<file path="src/rtl/div_pkg.sv">
// Shared constants and types for the multi-cycle divider beside the E-stage ALU.
package div_pkg;

  localparam int unsigned DIV_WIDTH = 32;
  localparam int unsigned DIV_CNT_W = 5;

  // Funct field codes, shared with the main decoder
  localparam logic [5:0] FUNCT_DIV  = 6'b011010;
  localparam logic [5:0] FUNCT_DIVU = 6'b011011;

  typedef enum logic [1:0] {
    DIV_IDLE = 2'b00,
    DIV_BUSY = 2'b01,
    DIV_DONE = 2'b10
  } div_state_e;

  typedef struct packed {
    logic neg_quot;
    logic neg_rem;
    logic div0;
  } div_flags_t;

endpackage

</file>
<file path="src/rtl/div_ctrl_if.sv">
// E-stage request / HI-LO result bundle between the pipeline and the divider.
interface div_ctrl_if #(
  parameter int unsigned WIDTH = div_pkg::DIV_WIDTH
) ();

  logic             startE;
  logic             signedE;
  logic [WIDTH-1:0] opaE;
  logic [WIDTH-1:0] opbE;
  logic             cancel;
  logic             holdE;
  logic             stall_div;
  logic             busy;
  logic             result_valid;
  logic [WIDTH-1:0] quot;
  logic [WIDTH-1:0] rem;

  modport master (
    output startE, signedE, opaE, opbE, cancel, holdE,
    input  stall_div, busy, result_valid, quot, rem
  );

  modport slave (
    input  startE, signedE, opaE, opbE, cancel, holdE,
    output stall_div, busy, result_valid, quot, rem
  );

endinterface

</file>
<file path="src/rtl/div_core.sv">
// Restoring shift-subtract datapath: one quotient bit per step, next values exposed
// so the controller can capture the final iteration's result on the same edge.
module div_core
  import div_pkg::*;
#(
  parameter int unsigned WIDTH = DIV_WIDTH
) (
  input  logic             clk,
  input  logic             rst,
  input  logic             load_i,
  input  logic             step_i,
  input  logic [WIDTH-1:0] dividend_i,
  input  logic [WIDTH-1:0] divisor_i,
  output logic [WIDTH-1:0] quot_nxt_o,
  output logic [WIDTH-1:0] rem_nxt_o
);

  logic [WIDTH-1:0] rem_q, rem_d;
  logic [WIDTH-1:0] dvd_q, dvd_d;
  logic [WIDTH-1:0] dvs_q;
  logic [WIDTH:0]   shifted;
  logic [WIDTH:0]   trial;
  logic             qbit;

  // Dividend register doubles as the quotient shift register
  always_comb begin
    shifted = {rem_q, dvd_q[WIDTH-1]};
    trial   = shifted - {1'b0, dvs_q};
    qbit    = ~trial[WIDTH];
    rem_d   = qbit ? trial[WIDTH-1:0] : shifted[WIDTH-1:0];
    dvd_d   = {dvd_q[WIDTH-2:0], qbit};
  end

  always_ff @(posedge clk or posedge rst) begin
    if (rst) begin
      rem_q <= '0;
      dvd_q <= '0;
      dvs_q <= '0;
    end else if (load_i) begin
      rem_q <= '0;
      dvd_q <= dividend_i;
      dvs_q <= divisor_i;
    end else if (step_i) begin
      rem_q <= rem_d;
      dvd_q <= dvd_d;
    end
  end

  assign quot_nxt_o = dvd_d;
  assign rem_nxt_o  = rem_d;

endmodule

</file>
<file path="src/rtl/div_ctrl.sv">
// DIV/DIVU controller: stalls the pipeline while div_core iterates, applies sign
// fixup and divide-by-zero override, and holds the result until E advances.
module div_ctrl
  import div_pkg::*;
#(
  parameter int unsigned WIDTH = DIV_WIDTH,
  parameter int unsigned CNT_W = DIV_CNT_W
) (
  input  logic     clk,
  input  logic     rst,
  div_ctrl_if.slave bus
);

  div_state_e       state_q, state_d;
  logic [CNT_W-1:0] cnt_q, cnt_d;
  div_flags_t       flags_q, flags_d;
  logic [WIDTH-1:0] opa_raw_q, opa_raw_d;
  logic [WIDTH-1:0] quot_q, quot_d;
  logic [WIDTH-1:0] rem_q, rem_d;

  logic             load_c;
  logic             step_c;
  logic [WIDTH-1:0] opa_abs_c;
  logic [WIDTH-1:0] opb_abs_c;
  logic [WIDTH-1:0] core_quot;
  logic [WIDTH-1:0] core_rem;
  logic [WIDTH-1:0] quot_fix_c;
  logic [WIDTH-1:0] rem_fix_c;

  always_ff @(posedge clk or posedge rst) begin
    if (rst) begin
      state_q   <= DIV_IDLE;
      cnt_q     <= '0;
      flags_q   <= '0;
      opa_raw_q <= '0;
      quot_q    <= '0;
      rem_q     <= '0;
    end else begin
      state_q   <= state_d;
      cnt_q     <= cnt_d;
      flags_q   <= flags_d;
      opa_raw_q <= opa_raw_d;
      quot_q    <= quot_d;
      rem_q     <= rem_d;
    end
  end

  // Next state; cancel overrides every transition and suppresses datapath updates
  always_comb begin
    state_d = state_q;
    load_c  = 1'b0;
    step_c  = 1'b0;
    unique case (state_q)
      DIV_IDLE: begin
        if (bus.startE) begin
          state_d = DIV_BUSY;
          load_c  = 1'b1;
        end
      end
      DIV_BUSY: begin
        step_c = 1'b1;
        if (cnt_q == CNT_W'(WIDTH - 1)) state_d = DIV_DONE;
      end
      DIV_DONE: begin
        if (!bus.holdE) state_d = DIV_IDLE;
      end
      default: state_d = DIV_IDLE;
    endcase
    if (bus.cancel) begin
      state_d = DIV_IDLE;
      load_c  = 1'b0;
      step_c  = 1'b0;
    end
  end

  // Operand conditioning and per-operation context
  always_comb begin
    opa_abs_c = (bus.signedE && bus.opaE[WIDTH-1]) ? (WIDTH'(0) - bus.opaE) : bus.opaE;
    opb_abs_c = (bus.signedE && bus.opbE[WIDTH-1]) ? (WIDTH'(0) - bus.opbE) : bus.opbE;
    cnt_d     = cnt_q;
    flags_d   = flags_q;
    opa_raw_d = opa_raw_q;
    if (load_c) begin
      cnt_d            = '0;
      flags_d.neg_quot = bus.signedE & (bus.opaE[WIDTH-1] ^ bus.opbE[WIDTH-1]);
      flags_d.neg_rem  = bus.signedE & bus.opaE[WIDTH-1];
      flags_d.div0     = (bus.opbE == '0);
      opa_raw_d        = bus.opaE;
    end else if (step_c) begin
      cnt_d = cnt_q + CNT_W'(1);
    end
  end

  div_core #(
    .WIDTH (WIDTH)
  ) u_core (
    .clk        (clk),
    .rst        (rst),
    .load_i     (load_c),
    .step_i     (step_c),
    .dividend_i (opa_abs_c),
    .divisor_i  (opb_abs_c),
    .quot_nxt_o (core_quot),
    .rem_nxt_o  (core_rem)
  );

  // Sign fixup; a zero divisor returns all-ones and the untouched dividend
  always_comb begin
    if (flags_q.div0) begin
      quot_fix_c = '1;
      rem_fix_c  = opa_raw_q;
    end else begin
      quot_fix_c = flags_q.neg_quot ? (WIDTH'(0) - core_quot) : core_quot;
      rem_fix_c  = flags_q.neg_rem  ? (WIDTH'(0) - core_rem)  : core_rem;
    end
  end

  // Result registers load on the final iteration and read as zero outside DONE
  always_comb begin
    quot_d = quot_q;
    rem_d  = rem_q;
    if (step_c && (state_d == DIV_DONE)) begin
      quot_d = quot_fix_c;
      rem_d  = rem_fix_c;
    end else if (state_d != DIV_DONE) begin
      quot_d = '0;
      rem_d  = '0;
    end
  end

  assign bus.stall_div    = !bus.cancel &&
                            (((state_q == DIV_IDLE) && bus.startE) || (state_q == DIV_BUSY));
  assign bus.busy         = (state_q != DIV_IDLE);
  assign bus.result_valid = (state_q == DIV_DONE) && !bus.cancel;
  assign bus.quot         = quot_q;
  assign bus.rem          = rem_q;

endmodule
</file>
<file path="src/flat_wrapper.sv">
// flat-port wrapper written by rule: the top's interface ports become plain ports
module div_ctrl_flat import div_pkg::*;
#(
  parameter int unsigned WIDTH = DIV_WIDTH,
  parameter int unsigned CNT_W = DIV_CNT_W
)
  (clk, rst, bus_startE, bus_signedE, bus_opaE, bus_opbE, bus_cancel, bus_holdE, bus_stall_div, bus_busy, bus_result_valid, bus_quot, bus_rem);
  div_ctrl_if #(.WIDTH(WIDTH)) bus_i ();
  input  logic clk;
  input  logic rst;
  input wire logic [$bits(bus_i.startE)-1:0] bus_startE;
  input wire logic [$bits(bus_i.signedE)-1:0] bus_signedE;
  input wire logic [$bits(bus_i.opaE)-1:0] bus_opaE;
  input wire logic [$bits(bus_i.opbE)-1:0] bus_opbE;
  input wire logic [$bits(bus_i.cancel)-1:0] bus_cancel;
  input wire logic [$bits(bus_i.holdE)-1:0] bus_holdE;
  output wire logic [$bits(bus_i.stall_div)-1:0] bus_stall_div;
  output wire logic [$bits(bus_i.busy)-1:0] bus_busy;
  output wire logic [$bits(bus_i.result_valid)-1:0] bus_result_valid;
  output wire logic [$bits(bus_i.quot)-1:0] bus_quot;
  output wire logic [$bits(bus_i.rem)-1:0] bus_rem;
  assign bus_i.startE = bus_startE;
  assign bus_i.signedE = bus_signedE;
  assign bus_i.opaE = bus_opaE;
  assign bus_i.opbE = bus_opbE;
  assign bus_i.cancel = bus_cancel;
  assign bus_i.holdE = bus_holdE;
  assign bus_stall_div = bus_i.stall_div;
  assign bus_busy = bus_i.busy;
  assign bus_result_valid = bus_i.result_valid;
  assign bus_quot = bus_i.quot;
  assign bus_rem = bus_i.rem;
  div_ctrl #(.WIDTH(WIDTH), .CNT_W(CNT_W)) u_core (.clk(clk), .rst(rst), .bus(bus_i));
endmodule
</file>
<file path="config.mk">
export PLATFORM = sky130hd
export DESIGN_NAME = div_ctrl_flat
export DESIGN_NICKNAME = d
export VERILOG_FILES = /design/src/rtl/div_pkg.sv /design/src/rtl/div_ctrl_if.sv /design/src/rtl/div_core.sv /design/src/rtl/div_ctrl.sv /design/src/flat_wrapper.sv
export SDC_FILE = /design/constraint.sdc
export NUM_CORES = 1
export LEC_CHECK = 0
export CORE_MARGIN = 2
export CORE_UTILIZATION = 63
export CTS_BUF_LIST = sky130_fd_sc_hd__clkbuf_8 sky130_fd_sc_hd__clkbuf_16
export DETAILED_ROUTE_END_ITERATION = 12
export HOLD_SLACK_MARGIN = 0.02
export PLACE_DENSITY = 0.91
export RECOVER_POWER = 100
export SLEW_MARGIN = 30
export SYNTH_ARGS = -nofsm -noshare
export SYNTH_HDL_FRONTEND = slang
export SYNTH_SLANG_ARGS = --single-unit
</file>
<file path="constraint.sdc">
create_clock -name clk -period 12.6 [get_ports clk]
set_clock_uncertainty 0.2 [all_clocks]
set_input_delay 3.78 -clock clk [delete_from_list [all_inputs] [get_ports clk]]
set_output_delay 3.78 -clock clk [all_outputs]
set_load 0.005 [all_outputs]
</file>
Yosys cells after proc, flatten, opt, wreduce, memory -nomap -nowiden
Cells that the tools add are included.

Bits in registers: 202. Output and inout bits: 67.

Reduce and logical (&&, ||, !) cells: 13. Equality and inequality tests: 5. Multiplexer cells: 26. Bitwise gates (word level): 4. Add/subtract/negate cells: 6.

Operators by type and width (number): $mux W32 (14); $sub A1 B32 Y32 const A (4); $sub A33 B32 Y33 (1); $logic_not A32 Y1 (1); $mux W5 (2); $mux W2 (4); $logic_and A1 B1 Y1 (6); $pmux W2 S3 (1); $reduce_bool A2 Y1 (3); $add A5 B1 Y5 const B (1); $eq A5 B5 Y1 const B (1); $mux W1 (5); $eq A2 B2 Y1 const B (2); $and A1 B1 Y1 (2); $eq A2 B1 Y1 const B (1); $logic_not A2 Y1 (1); $ne A2 B2 Y1 const B (1); $logic_not A1 Y1 (1); $logic_or A1 B1 Y1 (1); $not A1 Y1 (1); $xor A1 B1 Y1 (1).

Logic depth before layout (Yosys ltp)
Depth in word-level cells: 7. Mapped depth: 22. Gate-level depth less buffers: 18.

Cells and area by module
From an unflattened synthesis, not the netlist that was laid out.

Cell total of the unflattened synthesis: 1674. Area, all modules: 14041.0 sq um.

By module, submodules not included: div_ctrl (sequential area each 2652.5 sq um, cells an instance 876, area an instance 7138.1 sq um, instances 1); div_core (sequential area each 2402.3 sq um, cells an instance 798, area an instance 6902.9 sq um, instances 1).

Worst setup path before layout
No wires, ideal clock.

Kind: input to output. Start point: input port bus_cancel. End point: output port bus_stall_div. Required time: 8620 ps. Stages on the path: 6. Setup slack: 3956 ps. Data arrival time: 4664 ps. Path through: nor2_1 -> and3_1 -> clkbuf_1 -> nor2_1 -> clkbuf_1 -> inv_1.

Longest elaborated chain between the ends: 2.

Ends and longest elaborated chain: from (decl) (RTL line flat_wrapper.sv:15) `input wire logic [$bits(bus_i.cancel)-1:0] bus_cancel;`; $logic_not A1 Y1 (RTL line div_ctrl.sv:131) `assign bus.stall_div = !bus.cancel &&`; $logic_and A1 B1 Y1 (RTL line div_ctrl.sv:131); to (decl) (RTL line flat_wrapper.sv:17) `output wire logic [$bits(bus_i.stall_div)-1:0] bus_stall_div;`.

Every way passes these cells.

Worst setup path after layout
Same ends and word-level chain as after synthesis.

==> results.cfg <==
[global_route]
first_global_vias = 12358
overflow = 0
track_usage_pct = 34.8
grt_max_degree = 132
antenna_found_initial = 1
grt_pass1_wl_um = 62700

[clock_tree]
cts_tree = yes
h-tree-depth = 1
ctsResizeCount = 0
postCtsSetupBuffers = 0
numCtsBuffers = 22
clock-sinks = 202
path_clk_slew_ns = 0.06
clockRootBuffer = clkbuf_16
cts_buffer_depth = 3
clkLatencyLatePin_ns = 0.53
postCtsHoldBufs = 0

[sta]
fin_crit_ns = 11.12
hold_ws_ns = 0.275
tns_ns = 0
fmax_mhz = 89.9
relSlewSlack_pct = -289
tightest_slew_ns = 5.80
setup_viol = 0
final_hold_viol_count = 0
period_share_pct = 88.2
fin_ws_ns = 1.48
maxSlewViolCount = 374
rsz0062_at_grt = false

[critical_path]
path_class = input port to primary output
r2r-end = u_core.bus.rem[30]
crit_required_ns = 8.62
start_kind = input port
worst_setup_path_end_kind = primary output
critPathMaxFanout = 42
reg2reg_slack_ns = 6.85
rr_worst_depth = 16
cp.arrival_ns = 7.14
reg2reg_from = u_core.u_core.rem_q[0]

[place]
gp_routability_congestion = 0.960
place_ws_ns = 2.42
portBuffers = 136
dpl.hpwl_um = 27200

[hold_path]
min_path_type = flop to flop
min_delay_path_depth = 2
min_from = u_core.u_core.dvs_q[20]
min_to = u_core.u_core.dvs_q[20]

[route]
first_pass_iters = 8
post_drt_wl_per_cell_um = 19.2
drc = 0
routed-via-count = 12758
ant_nets = 0
wl_um = 38400
via_per_inst = 6.38
drt_iter0_markers = 1427

[synthesis]
ys_top_cells_by_area = dfrtp_1 38%, nand2_1 9.0%, o21ai_0 7.5%
synth.most_common_cell = nand2_1
avgSynthCellArea_um2 = 8.20
yosysWarnings = 0
syn-num-nets = 1734
synth-main-ff-cell = dfrtp_1
async_flop_share_pct = 100
ys_seq_elements = 202
yosys.area.top_type = dfrtp_1
synthTopCellsByCount = 319 x nand2_1, 202 x dfrtp_1, 200 x o21ai_0, 125 x nor2_1, 101 x xnor2_1
synth_area_um2 = 13300
yosys.area.top_type_share_pct = 37.9
yosysUniqueCellTypes = 86
yosysSeqAreaShare_pct = 37.9
syn_inst = 1625
synth_edf_count = 0

[pwr]
power_density_nw_per_um2 = 217
vdd_drop_max_mv = 0.117
power_leakage_nw = 6.80
p_total_mw = 3.36

[final_layout]
drive_above_1_share_pct = 4.64
ff_latch_area_um2 = 5060
n_antenna_cell = 0
fin_nets = 1820
areaGrowthSynthToFinish_pct = 16.0
fill_cells = 1598
multi_input_area_um2 = 7630

[die]
pin_count = 137
dieArea_um2 = 22300
fp-row-count = 53
die_x_um = 149
start_util_pct = 63.8
die_h_um = 149
coreArea_um2 = 20900

[job]
drv_cap = 5

[status]
outcome = finished, violations left
violations = capacitance limit, slew limit
## logic make-up after synthesis
| group | share of synthesized area, % |
|---|---|
| AO/OA/AOI/OAI | 22.7 |
| flip-flops | 37.9 |
| buffers and inverters | 4.85 |
| adder cells (fa/ha/maj) | 3.72 |
| multiplexers | 1.80 |
| XOR/XNOR | 9.14 |
| AND/OR/NAND/NOR | 19.9 |
## worst max-delay path, stage by stage
cell and delay [ns]:
clkdlybuf4s50_1 0.53, nor2_1 0.19, and3_1 0.17, clkbuf_1 1.29, nor2_2 0.05, buf_4 0.35, inv_1 0.16, dlygate4sd3_1 0.59
## power breakdown
part           switching (mW)  leakage, nW  internal (mW)
logic                    1.14         3.81          0.656
clock network           0.280        0.363          0.393
registers               0.137         2.63          0.752
## final cells by class
class / instances / area share (%)
timing repair buffer: 147 / 9.27
tap: 275 / 2.23
clock buffer: 24 / 3.74
multi-input combinational: 1273 / 49.4
clock inverter: 14 / 1.05
sequential: 202 / 32.7
inverter: 65 / 1.59
## cell usage in the layout (no fill, tap or decap), types with 4 or more instances in the layout
cell,instances
nand2b_1,10
a22o_1,7
o21a_1,7
a31oi_1,36
nand3_1,14
o2111ai_1,5
nand2_1,319
clkbuf_1,4
or3_1,18
a211oi_1,7
o21ai_0,202
a21o_1,7
xnor2_1,101
and2_1,9
and3_1,11
clkbuf_16,22
nor4_1,15
or4_1,8
nor3_1,29
inv_1,66
clkinvlp_4,4
a22oi_1,33
dlygate4sd3_1,71
buf_4,6
mux2i_1,24
clkdlybuf4s50_1,65
o41ai_1,13
o211ai_1,9
o31ai_1,24
a21oi_1,76
nor2_1,124
dfrtp_1,201
xor2_1,38
nand4_1,11
ha_1,38
## per-layer routing
metal / global-route usage [%] / vias to the layer above / part of all wire [%]
met5: 0 / - / 0
met4: 13.8 / 0 / 3.9
met3: 6.22 / 127 / 8.7
met2: 56.8 / 660 / 47
met1: 46.2 / 6086 / 40
li1: - / 5885 / -
## flip-flops by register name, summed over array words and instances (netlist names)
register and count:
u_core.flags_q 3, u_core.opa_raw_q 32, u_core.state_q 2, u_core.u_core.dvs_q 32, u_core.bus.quot 32, u_core.u_core.rem_q 32, u_core.bus.rem 32, u_core.u_core.dvd_q 32
u_core.cnt_q 5
## worst max-delay path by stage
stage | slack, ns | start | cells past startpoint | endpoint
global placement | 2.48 | bus_cancel | 8 | bus_stall_div
CTS | 2.41 | bus_cancel | 8 | bus_stall_div
finish | 1.48 | bus_cancel | 8 | bus_stall_div
detailed placement | 2.42 | bus_cancel | 8 | bus_stall_div
floorplan | 3.11 | rst | 1 | u_core.bus.quot[0]
global route | 1.22 | bus_cancel | 8 | bus_stall_div
## through the flow
stage               instances  area (µm²)  util [%]
finish                   2000       15500      74.0
CTS                      2000       15500      74.1
global placement         1962       14700      70.6
global route             2000       15500      74.0
detailed placement       1962       14700      70.6
floorplan                1625       13300         -
(Power assumes the default switching activity.)
